### config.mk
export PLATFORM = sky130hd
export DESIGN_NAME = uart_checker_engine
export DESIGN_NICKNAME = d
export VERILOG_FILES = /design/src/rtl/uart_checker_engine.sv
export SDC_FILE = /design/constraint.sdc
export NUM_CORES = 1
export LEC_CHECK = 0
export CELL_PAD_IN_SITES_DETAIL_PLACEMENT = 0
export CELL_PAD_IN_SITES_GLOBAL_PLACEMENT = 1
export CORE_ASPECT_RATIO = 1.25
export CORE_MARGIN = 2
export CORE_UTILIZATION = 46
export CTS_CLUSTER_SIZE = 25
export DETAILED_ROUTE_END_ITERATION = 10
export GPL_TIMING_DRIVEN = 0
export PLACE_DENSITY_LB_ADDON = 0.1
export SYNTH_ARGS = -nofsm -noshare
export SYNTH_HDL_FRONTEND = slang
export SYNTH_SLANG_ARGS = --single-unit
### constraint.sdc
create_clock -name clk -period 3.3 [get_ports clk]
set_input_delay 0.66 -clock clk [delete_from_list [all_inputs] [get_ports clk]]
set_output_delay 0.66 -clock clk [all_outputs]
set_load 0.02 [all_outputs]
### src/rtl/uart_checker_engine.sv
// Runtime-configurable UART transmit/receive engine with TX/RX FIFOs and sticky error flags.
// Optional feature: define UART_CHECKER_LOOPBACK_EN to add i_loopback (RX fed from o_tx).
module uart_checker_engine #(
    parameter int G_DATA_WIDTH        = 8,
    parameter int G_BUFFER_ADDR_WIDTH = 4,
    parameter int G_DIV_WIDTH         = 16,
    parameter int G_FIRST_BIT         = 0
) (
    input  logic                         clk,
    input  logic                         rst,
    input  logic [G_DIV_WIDTH-1:0]       i_baud_div,
    input  logic [1:0]                   i_parity_mode,
    input  logic                         i_stop_bits,
    input  logic                         i_polarity,
    input  logic [G_DATA_WIDTH-1:0]      i_tx_data,
    input  logic                         i_tx_wr,
    output logic                         o_tx_full,
    output logic                         o_tx_busy,
    output logic                         o_tx,
    input  logic                         i_rx,
    output logic [G_DATA_WIDTH-1:0]      o_rx_data,
    input  logic                         i_rx_rd,
    output logic                         o_rx_empty,
    output logic [G_BUFFER_ADDR_WIDTH:0] o_rx_level,
    output logic                         o_parity_err,
    output logic                         o_frame_err,
    output logic                         o_overflow,
`ifdef UART_CHECKER_LOOPBACK_EN
    input  logic                         i_loopback,
`endif
    input  logic                         i_clr_err
);

    localparam int DW    = G_DATA_WIDTH;
    localparam int AW    = G_BUFFER_ADDR_WIDTH;
    localparam int DIVW  = G_DIV_WIDTH;
    localparam int DEPTH = 2 ** AW;
    localparam int IDX_W = $clog2(DW + 1);

    typedef enum logic [2:0] {
        ST_IDLE,
        ST_START,
        ST_DATA,
        ST_PARITY,
        ST_STOP
    } state_t;

    function automatic logic [DIVW-1:0] clamp_div(input logic [DIVW-1:0] d);
        return (d < DIVW'(4)) ? DIVW'(4) : d;
    endfunction

    function automatic logic parity_on(input logic [1:0] mode);
        return (mode == 2'b01) || (mode == 2'b10);
    endfunction

    // Maps between user bit order and wire order (bit 0 is always the first bit on the line).
    function automatic logic [DW-1:0] wire_order(input logic [DW-1:0] d);
        logic [DW-1:0] r;
        for (int i = 0; i < DW; i++) begin
            r[i] = (G_FIRST_BIT != 0) ? d[DW-1-i] : d[i];
        end
        return r;
    endfunction

    // ---------------------------------------------------------------- TX FIFO
    logic [DW-1:0] tx_mem [DEPTH];
    logic [AW:0]   tx_wr_ptr_q, tx_rd_ptr_q;
    logic [AW:0]   tx_level;
    logic          tx_full, tx_empty, tx_push, tx_pop;
    logic [DW-1:0] tx_head;

    assign tx_level = tx_wr_ptr_q - tx_rd_ptr_q;
    assign tx_full  = (tx_level == (AW+1)'(DEPTH));
    assign tx_empty = (tx_wr_ptr_q == tx_rd_ptr_q);
    assign tx_push  = i_tx_wr && !tx_full;
    assign tx_head  = tx_mem[tx_rd_ptr_q[AW-1:0]];

    always_ff @(posedge clk) begin
        if (rst) begin
            tx_wr_ptr_q <= '0;
            tx_rd_ptr_q <= '0;
        end else begin
            // NOTE: sequential state uses non-blocking assignments so every flop samples pre-edge values.
            if (tx_push) tx_wr_ptr_q <= tx_wr_ptr_q + 1'b1;
            if (tx_pop)  tx_rd_ptr_q <= tx_rd_ptr_q + 1'b1;
        end
    end

    // NOTE: FIFO storage is not reset; the pointers alone define which entries are valid.
    always_ff @(posedge clk) begin
        if (tx_push) tx_mem[tx_wr_ptr_q[AW-1:0]] <= i_tx_data;
    end

    // ---------------------------------------------------------------- TX FSM
    state_t           tx_state_q, tx_state_d;
    logic [DIVW-1:0]  tx_cnt_q, tx_cnt_d, tx_div_q, tx_div_d;
    logic [IDX_W-1:0] tx_idx_q, tx_idx_d;
    logic [DW-1:0]    tx_shift_q, tx_shift_d;
    logic [1:0]       tx_mode_q, tx_mode_d;
    logic             tx_two_stop_q, tx_two_stop_d;
    logic             tx_pol_q, tx_pol_d;
    logic             tx_par_q, tx_par_d;
    logic             tx_bit_q, tx_bit_d;
    logic             tx_line_q, tx_line_d;
    logic             tx_busy_q;
    logic             tx_bit_end, tx_load;

    assign tx_bit_end = (tx_cnt_q == tx_div_q - DIVW'(1));

    always_comb begin
        // NOTE: every always_comb output gets a default first so no path can infer a latch.
        tx_state_d    = tx_state_q;
        tx_cnt_d      = tx_cnt_q + DIVW'(1);
        tx_div_d      = tx_div_q;
        tx_idx_d      = tx_idx_q;
        tx_shift_d    = tx_shift_q;
        tx_mode_d     = tx_mode_q;
        tx_two_stop_d = tx_two_stop_q;
        tx_pol_d      = tx_pol_q;
        tx_par_d      = tx_par_q;
        tx_bit_d      = tx_bit_q;
        tx_pop        = 1'b0;
        tx_load       = 1'b0;

        unique case (tx_state_q)
            ST_IDLE: tx_load = 1'b1;
            ST_START: begin
                if (tx_bit_end) begin
                    tx_cnt_d   = '0;
                    tx_idx_d   = '0;
                    tx_state_d = ST_DATA;
                    tx_bit_d   = tx_shift_q[0];
                end
            end
            ST_DATA: begin
                if (tx_bit_end) begin
                    tx_cnt_d = '0;
                    if (tx_idx_q == IDX_W'(DW - 1)) begin
                        tx_idx_d = '0;
                        if (parity_on(tx_mode_q)) begin
                            tx_state_d = ST_PARITY;
                            tx_bit_d   = tx_par_q;
                        end else begin
                            tx_state_d = ST_STOP;
                            tx_bit_d   = 1'b1;
                        end
                    end else begin
                        tx_idx_d   = tx_idx_q + 1'b1;
                        tx_shift_d = tx_shift_q >> 1;
                        tx_bit_d   = tx_shift_q[1];
                    end
                end
            end
            ST_PARITY: begin
                if (tx_bit_end) begin
                    tx_cnt_d   = '0;
                    tx_idx_d   = '0;
                    tx_state_d = ST_STOP;
                    tx_bit_d   = 1'b1;
                end
            end
            ST_STOP: begin
                if (tx_bit_end) begin
                    tx_cnt_d = '0;
                    if (tx_idx_q == {{(IDX_W-1){1'b0}}, tx_two_stop_q}) begin
                        tx_load = 1'b1;
                    end else begin
                        tx_idx_d = tx_idx_q + 1'b1;
                    end
                end
            end
            default: tx_state_d = ST_IDLE;
        endcase

        // Shared by IDLE and the last stop cycle so queued frames follow with no idle gap.
        if (tx_load) begin
            tx_cnt_d = '0;
            tx_idx_d = '0;
            if (!tx_empty) begin
                tx_pop        = 1'b1;
                tx_state_d    = ST_START;
                tx_shift_d    = wire_order(tx_head);
                tx_par_d      = (^tx_head) ^ (i_parity_mode == 2'b10);
                tx_div_d      = clamp_div(i_baud_div);
                tx_mode_d     = i_parity_mode;
                tx_two_stop_d = i_stop_bits;
                tx_pol_d      = i_polarity;
                tx_bit_d      = 1'b0;
            end else begin
                tx_state_d = ST_IDLE;
                tx_bit_d   = 1'b1;
            end
        end

        tx_line_d = (tx_state_d == ST_IDLE) ? i_polarity : (tx_bit_d ? tx_pol_d : ~tx_pol_d);
    end

    always_ff @(posedge clk) begin
        if (rst) begin
            tx_state_q    <= ST_IDLE;
            tx_cnt_q      <= '0;
            tx_div_q      <= DIVW'(4);
            tx_idx_q      <= '0;
            tx_shift_q    <= '0;
            tx_mode_q     <= 2'b00;
            tx_two_stop_q <= 1'b0;
            tx_pol_q      <= 1'b1;
            tx_par_q      <= 1'b0;
            tx_bit_q      <= 1'b1;
            tx_line_q     <= i_polarity;
            tx_busy_q     <= 1'b0;
        end else begin
            tx_state_q    <= tx_state_d;
            tx_cnt_q      <= tx_cnt_d;
            tx_div_q      <= tx_div_d;
            tx_idx_q      <= tx_idx_d;
            tx_shift_q    <= tx_shift_d;
            tx_mode_q     <= tx_mode_d;
            tx_two_stop_q <= tx_two_stop_d;
            tx_pol_q      <= tx_pol_d;
            tx_par_q      <= tx_par_d;
            tx_bit_q      <= tx_bit_d;
            tx_line_q     <= tx_line_d;
            tx_busy_q     <= (tx_state_q != ST_IDLE) || !tx_empty;
        end
    end

    assign o_tx      = tx_line_q;
    assign o_tx_full = tx_full;
    assign o_tx_busy = tx_busy_q;

    // ---------------------------------------------------------------- RX front end
    logic rx_src, rx_sync1_q, rx_sync2_q, rx_prev_q, rx_bit, rx_pol_sel;

`ifdef UART_CHECKER_LOOPBACK_EN
    assign rx_src = i_loopback ? tx_line_q : i_rx;
`else
    assign rx_src = i_rx;
`endif

    state_t rx_state_q, rx_state_d;
    logic   rx_pol_q, rx_pol_d;

    assign rx_pol_sel = (rx_state_q == ST_IDLE) ? i_polarity : rx_pol_q;
    assign rx_bit     = rx_pol_sel ? rx_sync2_q : ~rx_sync2_q;

    always_ff @(posedge clk) begin
        if (rst) begin
            rx_sync1_q <= i_polarity;
            rx_sync2_q <= i_polarity;
            rx_prev_q  <= 1'b1;
        end else begin
            rx_sync1_q <= rx_src;
            rx_sync2_q <= rx_sync1_q;
            rx_prev_q  <= rx_bit;
        end
    end

    // ---------------------------------------------------------------- RX FSM
    logic [DIVW-1:0]  rx_cnt_q, rx_cnt_d, rx_div_q, rx_div_d;
    logic [IDX_W-1:0] rx_idx_q, rx_idx_d;
    logic [DW-1:0]    rx_shift_q, rx_shift_d;
    logic [1:0]       rx_mode_q, rx_mode_d;
    logic             rx_par_q, rx_par_d;
    logic             rx_push, perr_set, ferr_set;
    logic             rx_bit_end, rx_half_end;

    assign rx_bit_end  = (rx_cnt_q == rx_div_q - DIVW'(1));
    assign rx_half_end = (rx_cnt_q == (rx_div_q >> 1) - DIVW'(1));

    always_comb begin
        rx_state_d = rx_state_q;
        rx_cnt_d   = rx_cnt_q + DIVW'(1);
        rx_div_d   = rx_div_q;
        rx_idx_d   = rx_idx_q;
        rx_shift_d = rx_shift_q;
        rx_mode_d  = rx_mode_q;
        rx_pol_d   = rx_pol_q;
        rx_par_d   = rx_par_q;
        rx_push    = 1'b0;
        perr_set   = 1'b0;
        ferr_set   = 1'b0;

        unique case (rx_state_q)
            ST_IDLE: begin
                rx_cnt_d = '0;
                if (rx_prev_q && !rx_bit) begin
                    rx_state_d = ST_START;
                    rx_div_d   = clamp_div(i_baud_div);
                    rx_mode_d  = i_parity_mode;
                    rx_pol_d   = i_polarity;
                end
            end
            ST_START: begin
                // Mid-start check filters glitches shorter than half a bit.
                if (rx_half_end) begin
                    rx_cnt_d   = '0;
                    rx_idx_d   = '0;
                    rx_par_d   = 1'b0;
                    rx_state_d = rx_bit ? ST_IDLE : ST_DATA;
                end
            end
            ST_DATA: begin
                if (rx_bit_end) begin
                    rx_cnt_d   = '0;
                    rx_shift_d = {rx_bit, rx_shift_q[DW-1:1]};
                    rx_par_d   = rx_par_q ^ rx_bit;
                    if (rx_idx_q == IDX_W'(DW - 1)) begin
                        rx_state_d = parity_on(rx_mode_q) ? ST_PARITY : ST_STOP;
                    end else begin
                        rx_idx_d = rx_idx_q + 1'b1;
                    end
                end
            end
            ST_PARITY: begin
                if (rx_bit_end) begin
                    rx_cnt_d   = '0;
                    perr_set   = (rx_par_q ^ rx_bit) != (rx_mode_q == 2'b10);
                    rx_state_d = ST_STOP;
                end
            end
            ST_STOP: begin
                if (rx_bit_end) begin
                    rx_cnt_d   = '0;
                    rx_push    = 1'b1;
                    ferr_set   = !rx_bit;
                    rx_state_d = ST_IDLE;
                end
            end
            default: rx_state_d = ST_IDLE;
        endcase
    end

    always_ff @(posedge clk) begin
        if (rst) begin
            rx_state_q <= ST_IDLE;
            rx_cnt_q   <= '0;
            rx_div_q   <= DIVW'(4);
            rx_idx_q   <= '0;
            rx_shift_q <= '0;
            rx_mode_q  <= 2'b00;
            rx_pol_q   <= 1'b1;
            rx_par_q   <= 1'b0;
        end else begin
            rx_state_q <= rx_state_d;
            rx_cnt_q   <= rx_cnt_d;
            rx_div_q   <= rx_div_d;
            rx_idx_q   <= rx_idx_d;
            rx_shift_q <= rx_shift_d;
            rx_mode_q  <= rx_mode_d;
            rx_pol_q   <= rx_pol_d;
            rx_par_q   <= rx_par_d;
        end
    end

    // ---------------------------------------------------------------- RX FIFO
    logic [DW-1:0] rx_mem [DEPTH];
    logic [AW:0]   rx_wr_ptr_q, rx_rd_ptr_q;
    logic [AW:0]   rx_level;
    logic          rx_full, rx_empty, rx_pop, rx_wr, ovf_set;

    assign rx_level = rx_wr_ptr_q - rx_rd_ptr_q;
    assign rx_full  = (rx_level == (AW+1)'(DEPTH));
    assign rx_empty = (rx_wr_ptr_q == rx_rd_ptr_q);
    assign rx_pop   = i_rx_rd && !rx_empty;
    // A pop in the same cycle frees the slot, so a push at full is accepted then.
    assign rx_wr    = rx_push && (!rx_full || rx_pop);
    assign ovf_set  = rx_push && rx_full && !rx_pop;

    always_ff @(posedge clk) begin
        if (rst) begin
            rx_wr_ptr_q <= '0;
            rx_rd_ptr_q <= '0;
        end else begin
            if (rx_wr)  rx_wr_ptr_q <= rx_wr_ptr_q + 1'b1;
            if (rx_pop) rx_rd_ptr_q <= rx_rd_ptr_q + 1'b1;
        end
    end

    always_ff @(posedge clk) begin
        if (rx_wr) rx_mem[rx_wr_ptr_q[AW-1:0]] <= wire_order(rx_shift_q);
    end

    assign o_rx_data  = rx_empty ? '0 : rx_mem[rx_rd_ptr_q[AW-1:0]];
    assign o_rx_empty = rx_empty;
    assign o_rx_level = rx_level;

    // ---------------------------------------------------------------- sticky errors
    logic perr_q, ferr_q, ovf_q;

    always_ff @(posedge clk) begin
        if (rst) begin
            perr_q <= 1'b0;
            ferr_q <= 1'b0;
            ovf_q  <= 1'b0;
        end else begin
            perr_q <= perr_set || (perr_q && !i_clr_err);
            ferr_q <= ferr_set || (ferr_q && !i_clr_err);
            ovf_q  <= ovf_set  || (ovf_q  && !i_clr_err);
        end
    end

    assign o_parity_err = perr_q;
    assign o_frame_err  = ferr_q;
    assign o_overflow   = ovf_q;

endmodule

==> out/qor_table.md, run 1 <==
| Metric | Reported | Unit |
|:---|:---|:---|
| Number of hold-slack violations in the final timing report | 0 | - |
| Hold buffer count at cts | 0 | - |
| Vias in the first global route | 10930 | - |
| Starting density of the core | 0.4678 | - |
| Startpoint of the most critical register-to-register path | rx_div_q[2]$_SDFFE_PP1P_ | - |
| DRT antenna net count | 0 | - |
| Starting DRC count in detailed routing | 639 | - |
| DPL Wire Length | 27.93 | mm |
| Vias after detailed routing | 11230 | - |
| Synth Cell Area | 17890 | um2 |
| Final min period | 3.459 | ns |
| GR met3 Demand/Resource | 0.02494 | - |
| Max-slew violation total from the final report | 0 | - |
| Violations in the final reports | setup timing | - |
| Net count of the mapped netlist | 1438 | - |
| Final wirelength | 40.86 | mm |
| Number of synthesis warnings | 0 | - |
| Average instance area after synthesis | 13.00 | um2 |
| Clk_lat worst skew | 0.57 | ns |
| Std-Cell Core Area | 38240 | um2 |
| Max VDD drop | 0.4436 | mV |
| Sequential share of the synthesized area | 0.5865 | - |
| Reg2Reg Depth | 15 | - |
| Number of remaining DRC errors | 0 | - |
| PnR Total Power | 15.22 | mW |
| Grt total ovfl | 0 | - |
| Area enclosed by the die boundary | 40490 | um2 |
| Worst-margin pin slew | 0.9711 | ns |
| Kind of start point of the critical path | flip-flop | - |
| Clock transition at the registers of the reported paths | 0.06 | ns |
| Power density normalized to cell area | 698.6 | nW/um2 |
| Number of antenna cells inserted | 0 | - |
| Mapped Cells | 1376 | - |
| Final worst-path cycle share | 1.048 | - |
| Final GP Congestion | 0.8083 | - |
| Clock Skews | 0.02234 | ns |
| Setup repair after global routing missed its margin | yes | - |
| Top cell family by delay on the critical path | simple AND/OR/NAND/NOR gates | - |
| Share of final-layout standard cells stronger than drive strength 1 | 0.2200 | - |
| Layout Utilization | 0.5698 | - |
| Worst setup slack after placement | -0.9313 | ns |
| I/O pin count | 54 | - |
| End of the worst register-to-register path | rx_mem[0][5]$_DFFE_PP_ | - |
| Average via count per standard cell | 5.473 | - |
| Wire length of the first global-routing pass | 62.55 | mm |
| CP Capture Type | flip-flop | - |
| Die extent in x | 180.4 | um |
| Maximum root-to-sink buffer count | 3 | - |
| Hold crit path type | reg2reg | - |
| Largest net degree at the start of global routing | 19 | - |
| Most congested layer reported by global routing | met2 | - |
| Site Rows | 80 | - |
| Register-to-register setup slack | -0.16 | ns |
| #FFs+latches synth | 396 | - |
| Most frequent CP cell | sky130_fd_sc_hd__buf_12 | - |
| Worst hold slack | 0.4372 | ns |
| Setup violation total in the final timing report | 104 | - |
| Crit-path max FO | 8 | - |
| CTS tree | done | - |
| WP data required | 3.57 | ns |
| Count of non-filler cells in the finished layout | 2051 | - |
| Leak | 7.392 | nW |
| Global routing usage summed across all routing layers | 0.1985 | - |
| Max frequency | 289.1 | MHz |
| Crit path kind | reg2reg | - |
| Area added between synthesis and finish | 21.81 | % |
| Maximum level of the CTS H-tree | 2 | - |
| Data arrival time of the critical path | 3.73 | ns |
| Number of buffers and inverters on the critical path | 5 | - |
| Hold_sp | rx_sync1_q$_DFF_P_ | - |
| Async set-reset flop share out of synthesis | 0 | - |
| Number of enable flip-flop cells after synthesis | 256 | - |
| Global Route met2 Usage | 0.3552 | - |
| Global routing usage on met1 | 0.2511 | - |
| Peak per-stage delay on the critical path | 0.56 | ns |
| Number of maximum-capacitance violations | 0 | - |
| Leading register cell type out of synthesis | sky130_fd_sc_hd__edfxtp_1 | - |
| Post-Place Cells | 1925 | - |
| Count of input and output buffers | 53 | - |
| Length of the first detailed-routing pass in iterations | 5 | - |
| Crit path cell chain | clkinv_4 > ha_4 > nor3b_4 > buf_6 > and3b_1 > nor4_2 > o22ai_2 > or4_4 > nor4_4 > buf_4 > and2b_4 > buf_12 > nand2_8 > nor3_4 > buf_12 | - |
| Clock root buffer master | sky130_fd_sc_hd__clkbuf_16 | - |
| Clock Sinks | 396 | - |
| Routed length per instance | 19.92 | um |
| Cts bufs inserted | 40 | - |
| Worst-case headroom to the max-slew limit | 0.3358 | - |
| Result of the run | complete, but fails checks | - |
| Layout net count | 1592 | - |
| Die span in y | 224.5 | um |
| Worst Hold Path Cells | 2 | - |
| Min setup slack post-route | -0.1593 | ns |
| Hold Path End | rx_sync2_q$_DFF_P_ | - |
| Cell variety after synth | 83 | - |
| Initial antenna violation count | 0 | - |
| Cell with the biggest individual delay on the critical path | sky130_fd_sc_hd__or4_4 | - |
-- logic make-up after synthesis --
group                      after synthesis  share of synthesized area
AOI/OAI and AO/OA                      143                    0.05281
xor gates and xnor gates               114                    0.05736
adders and majority gates               28                    0.02001
buffers and inverters                  123                    0.02952
DFF                                    396                     0.5865
muxes                                  123                     0.1249
and+or+nand+nor                        449                     0.1289
-- worst max-delay path by stage --
stage                             start                endpoint  slack (ns)  depth (start not counted)
3_5_place_dp   rx_div_q[2]$_SDFFE_PP1P_  rx_mem[7][2]$_DFFE_PP_       -0.93                         12
4_1_cts        rx_div_q[2]$_SDFFE_PP1P_  rx_mem[1][6]$_DFFE_PP_       -0.11                         15
2_1_floorplan  rx_div_q[2]$_SDFFE_PP1P_  rx_mem[0][0]$_DFFE_PP_        0.04                         13
6_report       rx_div_q[2]$_SDFFE_PP1P_  rx_mem[0][5]$_DFFE_PP_       -0.16                         15
3_3_place_gp   rx_div_q[2]$_SDFFE_PP1P_  rx_cnt_q[0]$_SDFF_PP0_       -0.89                         15
5_1_grt        rx_div_q[1]$_SDFFE_PP0P_  rx_mem[2][3]$_DFFE_PP_       -0.29                         15
-- timing repair --
action	CTS	global route
cloned	0	2
buffers inserted	40	18
setup endpoints to repair	301	315
pin swaps	31	21
resized for setup	135	64
-- where the power goes --
part | internal, mW | switching (mW) | leakage, nW | total, mW
sequential | 5.63 | 0.318 | 3.48 | 5.95
clock | 2.66 | 1.92 | 0.639 | 4.57
combinational | 2.16 | 2.54 | 3.27 | 4.70
-- synth_stat cells, types with 6 or more instances --
| cell type | instances | area share |
|---|---|---|
| sky130_fd_sc_hd__nor4b_1 | 7 | 0.0034 |
| sky130_fd_sc_hd__dfxtp_1 | 140 | 0.16 |
| sky130_fd_sc_hd__a31oi_1 | 6 | 0.0021 |
| sky130_fd_sc_hd__a211oi_1 | 13 | 0.0055 |
| sky130_fd_sc_hd__nor3_1 | 26 | 0.0073 |
| sky130_fd_sc_hd__a21oi_1 | 45 | 0.013 |
| sky130_fd_sc_hd__inv_1 | 38 | 0.0080 |
| sky130_fd_sc_hd__clkbuf_1 | 48 | 0.010 |
| sky130_fd_sc_hd__or4_1 | 7 | 0.0029 |
| sky130_fd_sc_hd__nand4_1 | 17 | 0.0059 |
| sky130_fd_sc_hd__buf_1 | 9 | 0.0019 |
| sky130_fd_sc_hd__mux4_2 | 80 | 0.10 |
| sky130_fd_sc_hd__nand2_1 | 84 | 0.018 |
| sky130_fd_sc_hd__nand2b_1 | 18 | 0.0063 |
| sky130_fd_sc_hd__nor2_1 | 159 | 0.033 |
| sky130_fd_sc_hd__or3_1 | 9 | 0.0031 |
| sky130_fd_sc_hd__nor2b_1 | 17 | 0.0059 |
| sky130_fd_sc_hd__nand3_1 | 33 | 0.0092 |
| sky130_fd_sc_hd__nor4_1 | 16 | 0.0056 |
| sky130_fd_sc_hd__o21ai_0 | 22 | 0.0062 |
| sky130_fd_sc_hd__edfxtp_1 | 256 | 0.43 |
| sky130_fd_sc_hd__ha_1 | 27 | 0.019 |
| sky130_fd_sc_hd__xnor2_1 | 63 | 0.031 |
| sky130_fd_sc_hd__buf_2 | 19 | 0.0053 |
| sky130_fd_sc_hd__mux2i_1 | 41 | 0.023 |
| sky130_fd_sc_hd__xor2_1 | 49 | 0.024 |
| sky130_fd_sc_hd__and3_1 | 14 | 0.0049 |
-- worst min-delay path, stage by stage (launching register included) --
cell and delay (ns):
sky130_fd_sc_hd__dfxtp_1 0.30, sky130_fd_sc_hd__inv_1 0.04, sky130_fd_sc_hd__o21ai_0 0.05
-- cells in the final DEF, fill, tap and decap left out, drive strengths merged, types with 25 or more instances in the layout --
cell,n
nand3,34
xor2,49
xnor2,63
edfxtp,256
clkdlybuf4s50,42
nor3,26
a21oi,46
dfxtp,140
nand2,84
o21ai,25
nor2,159
mux2i,41
buf,103
ha,27
inv,40
clkbuf,99
mux4,80
-- through the flow --
stage	setup TNS [ns]	cell area, um2
finish	-6.273	21790
global route	-21.71	21790
CTS	-5.692	21360
detailed placement	-119.44	19230
global placement	-128.86	19160
floorplan	0	18020
-- sequential cells by signal, summed over array words and instances, names as in the netlist, 4 cells and up, named ones only --
signal,cells
rx_shift_q,8
tx_wr_ptr_q,5
rx_cnt_q,16
tx_rd_ptr_q,5
tx_shift_q,8
tx_mem,128
rx_idx_q,4
rx_mem,128
rx_div_q,16
rx_wr_ptr_q,5
rx_rd_ptr_q,5
tx_div_q,16
tx_idx_q,4
tx_cnt_q,16
-- layout make-up --
| type | instances | area (um2) |
|---|---|---|
| clock buffer | 50 | 1039 |
| clock inverter | 21 | 287.8 |
| sequential | 396 | 10510 |
| tap | 492 | 615.6 |
| fill | 3102 | 16450 |
| multi-input combinational | 857 | 7463 |
| buffer | 80 | 462.9 |
| timing repair buffer | 117 | 1261 |
| inverter | 38 | 150.1 |
-- per-layer routing --
layer / up-vias / part of all wire
met5: - / 0
met1: 5577 / 0.43
met2: 175 / 0.51
li1: 5414 / -
met3: 59 / 0.029
met4: 0 / 0.026
(Power assumes the default switching activity.)
==> inputs of run 2 (changes only) <==
--- a/config.mk
+++ b/config.mk
@@ -7,13 +7,14 @@
 export LEC_CHECK = 0
 export CELL_PAD_IN_SITES_DETAIL_PLACEMENT = 0
 export CELL_PAD_IN_SITES_GLOBAL_PLACEMENT = 1
-export CORE_ASPECT_RATIO = 1.25
+export CORE_ASPECT_RATIO = 0.6
 export CORE_MARGIN = 2
 export CORE_UTILIZATION = 46
 export CTS_CLUSTER_SIZE = 25
 export DETAILED_ROUTE_END_ITERATION = 10
 export GPL_TIMING_DRIVEN = 0
 export PLACE_DENSITY_LB_ADDON = 0.1
+export SETUP_SLACK_MARGIN = 0.2
 export SYNTH_ARGS = -nofsm -noshare
 export SYNTH_HDL_FRONTEND = slang
 export SYNTH_SLANG_ARGS = --single-unit
==> run 2 against run 1 <==
  * The flow still finishes with violations (setup timing)
  * Utilization up 2.3 points
  * Cell area up 3.3%
  * Sequential power about the same
  * Clock power down 7.4%
  * Fmax down 3.3%
  * Via count up 3.0%
  * Count of clock-buffer cells in the layout up 3
  * Critical path type unchanged
==> out/qor_table.md, run 2 (synthesis gave the netlist of run 1 again) <==
| Metric | Reported | Unit |
|:---|:---|:---|
| Result of the run | complete, but fails checks | - |
| Violations in the final reports | setup timing | - |
| Final GP Congestion | 0.8012 | - |
| Number of remaining DRC errors | 0 | - |
| Area added between synthesis and finish | 25.84 | % |
| Max frequency | 279.6 | MHz |
| Share of final-layout standard cells stronger than drive strength 1 | 0.2641 | - |
| Fillers | 2964 | - |
| Crit path kind | reg2reg | - |
| Count of non-filler cells in the finished layout | 2097 | - |
| Starting density of the core | 0.4709 | - |
| Worst-case headroom to the max-slew limit | 0.4086 | - |
| Average via count per standard cell | 5.511 | - |
| Launch point of the critical path | rx_div_q[2]$_SDFFE_PP1P_ | - |
| DRT antenna net count | 0 | - |
| Max-slew violation total from the final report | 0 | - |
| Maximum root-to-sink buffer count | 3 | - |
| Std-Cell Core Area | 37990 | um2 |
| Vias after detailed routing | 11560 | - |
| Wire length of the first global-routing pass | 67.05 | mm |
| Global routing usage summed across all routing layers | 0.2176 | - |
| Vias in the first global route | 11110 | - |
| End of the worst register-to-register path | rx_mem[3][7]$_DFFE_PP_ | - |
| Hold crit path type | reg2reg | - |
| Die span in y | 156.7 | um |
| Data arrival time of the critical path | 3.82 | ns |
| Final min period | 3.577 | ns |
| Reg2Reg Depth | 16 | - |
| Maximum level of the CTS H-tree | 2 | - |
| CP Capture Type | flip-flop | - |
| Crit-path max FO | 8 | - |
| Length of the first detailed-routing pass in iterations | 5 | - |
| Worst-margin pin slew | 0.8647 | ns |
| CTS tree | done | - |
| Max VDD drop | 0.4436 | mV |
| Crit path cell chain | buf_6 > inv_6 > ha_4 > nor3b_4 > buf_4 > nand4_1 > nor4_1 > o22ai_1 > or4_4 > nor4_4 > buf_4 > buf_4 > nand3b_1 > buf_12 > nor3_4 > buf_12 | - |
| Setup TNS | -22.18 | ns |
| Kind of start point of the critical path | flip-flop | - |
| Post-Place Cells | 1946 | - |
| Layout net count | 1616 | - |
| Hold buffer count at cts | 0 | - |
| Peak per-stage delay on the critical path | 0.46 | ns |
| Grt total ovfl | 0 | - |
| Clock transition at the registers of the reported paths | 0.07 | ns |
| Cts bufs inserted | 39 | - |
| Power density normalized to cell area | 705.1 | nW/um2 |
| Cell with the biggest individual delay on the critical path | sky130_fd_sc_hd__or4_4 | - |
| Final worst-path cycle share | 1.084 | - |
| Register-to-register setup slack | -0.28 | ns |
| Final wirelength | 43.78 | mm |
| Starting DRC count in detailed routing | 905 | - |
| Largest net degree at the start of global routing | 19 | - |
| Die extent in x | 258.6 | um |
| Most frequent CP cell | sky130_fd_sc_hd__buf_4 | - |
| Setup violation total in the final timing report | 148 | - |
| Clock root buffer master | sky130_fd_sc_hd__clkbuf_16 | - |
| Number of maximum-capacitance violations | 0 | - |
| Clk_lat worst skew | 0.54 | ns |
| Destination of the critical timing path | rx_mem[3][7]$_DFFE_PP_ | - |
| Min setup slack post-route | -0.2769 | ns |
| Routed length per instance | 20.88 | um |
| WP data required | 3.55 | ns |
| Leading cell type in the layout, fill and taps excluded | sky130_fd_sc_hd__edfxtp_1 | - |
| Clock Sinks | 396 | - |
| Count of input and output buffers | 53 | - |
| Leak | 7.696 | nW |
| Number of hold-slack violations in the final timing report | 0 | - |
| Site Rows | 55 | - |
| Setup repair after global routing missed its margin | yes | - |
| DPL Wire Length | 29.51 | mm |
| Initial antenna violation count | 1 | - |
| Area enclosed by the die boundary | 40530 | um2 |
| Clock Skews | 0.01413 | ns |
| Startpoint of the most critical register-to-register path | rx_div_q[2]$_SDFFE_PP1P_ | - |
| Commonest non-fill, non-tap cells in the layout | sky130_fd_sc_hd__edfxtp_1 (256), sky130_fd_sc_hd__dfxtp_1 (130), sky130_fd_sc_hd__nor2_1 (127), sky130_fd_sc_hd__mux4_2 (80), sky130_fd_sc_hd__nand2_1 (76) | - |
| I/O pin count | 54 | - |
run 2: layout make-up:
cell class / count / area [um2] / share of cell area
antenna: 1 / 2.502 / 0.0001112
buffer: 85 / 633.1 / 0.02813
clock buffer: 53 / 1090 / 0.04842
clock inverter: 17 / 105.1 / 0.004669
inverter: 38 / 152.6 / 0.006782
multi-input combinational: 857 / 7710 / 0.3425
sequential: 396 / 10510 / 0.4668
tap: 513 / 641.9 / 0.02852
timing repair buffer: 137 / 1667 / 0.07404
run 2: how the worst min path moves through the flow:
stage                                         start                   endpoint  slack [ns]  depth (start not counted)
after floorplan                  rx_sync1_q$_DFF_P_         rx_sync2_q$_DFF_P_        0.42                          2
after global placement           rx_sync1_q$_DFF_P_         rx_sync2_q$_DFF_P_        0.43                          2
after global routing      rx_mode_q[1]$_SDFFE_PP0P_  rx_mode_q[1]$_SDFFE_PP0P_        0.48                          2
final                     rx_mode_q[0]$_SDFFE_PP0P_  rx_mode_q[0]$_SDFFE_PP0P_        0.46                          2
after detailed placement  rx_mode_q[0]$_SDFFE_PP0P_  rx_mode_q[0]$_SDFFE_PP0P_        0.45                          2
after CTS                 rx_mode_q[0]$_SDFFE_PP0P_  rx_mode_q[0]$_SDFFE_PP0P_        0.46                          2
run 2: through the flow:
| stage | area, um2 | setup slack [ns] | hold slack [ns] | power [mW] | utilization |
|---|---|---|---|---|---|
| 2_1_floorplan | 18080 | 0.1631 | 0.4154 | 9.245 | - |
| 3_3_place_gp | 19250 | -0.7310 | 0.4261 | 10.27 | 0.5068 |
| 3_5_place_dp | 19310 | -0.7734 | 0.4489 | 10.37 | 0.5085 |
| 4_1_cts | 21900 | -0.2021 | 0.4585 | 15.47 | 0.5765 |
| 5_1_grt | 22510 | -0.3574 | 0.4803 | 16.63 | 0.5925 |
| 6_report | 22510 | -0.2769 | 0.4568 | 15.87 | 0.5926 |
run 2: what timing repair did:
item | CTS | global route
buffers inserted | 53 | 19
gates resized for setup | 231 | 88
gates cloned | 4 | 4
endpoints found under the setup margin | 336 | 379
pin swaps | 71 | 35
run 2: metal layers:
layer / vias up / track usage / share of wire
met4: 0 / 0.03909 / 0.013
met2: 253 / 0.2996 / 0.41
met1: 5784 / 0.3546 / 0.52
met5: - / 0 / 0
met3: 43 / 0.04033 / 0.057
li1: 5477 / - / -
run 2: critical path: cells and delay by family, from the launching register on:
| family | cells | cell delay (ns) |
|---|---|---|
| and+or+nand+nor | 7 | 1.64 |
| buffers and inverters | 7 | 1.01 |
| DFF | 1 | 0.31 |
| AOI/OAI and AO/OA | 1 | 0.20 |
| adders and majority gates | 1 | 0.13 |
run 2: power breakdown:
part / internal, mW / leakage (nW) / total (mW) / switching (mW)
Sequential: 5.63 / 3.48 / 5.93 / 0.294
Combinational: 2.76 / 3.63 / 5.72 / 2.95
Clock: 2.34 / 0.581 / 4.23 / 1.89
Total: 10.7 / 7.70 / 15.9 / 5.14
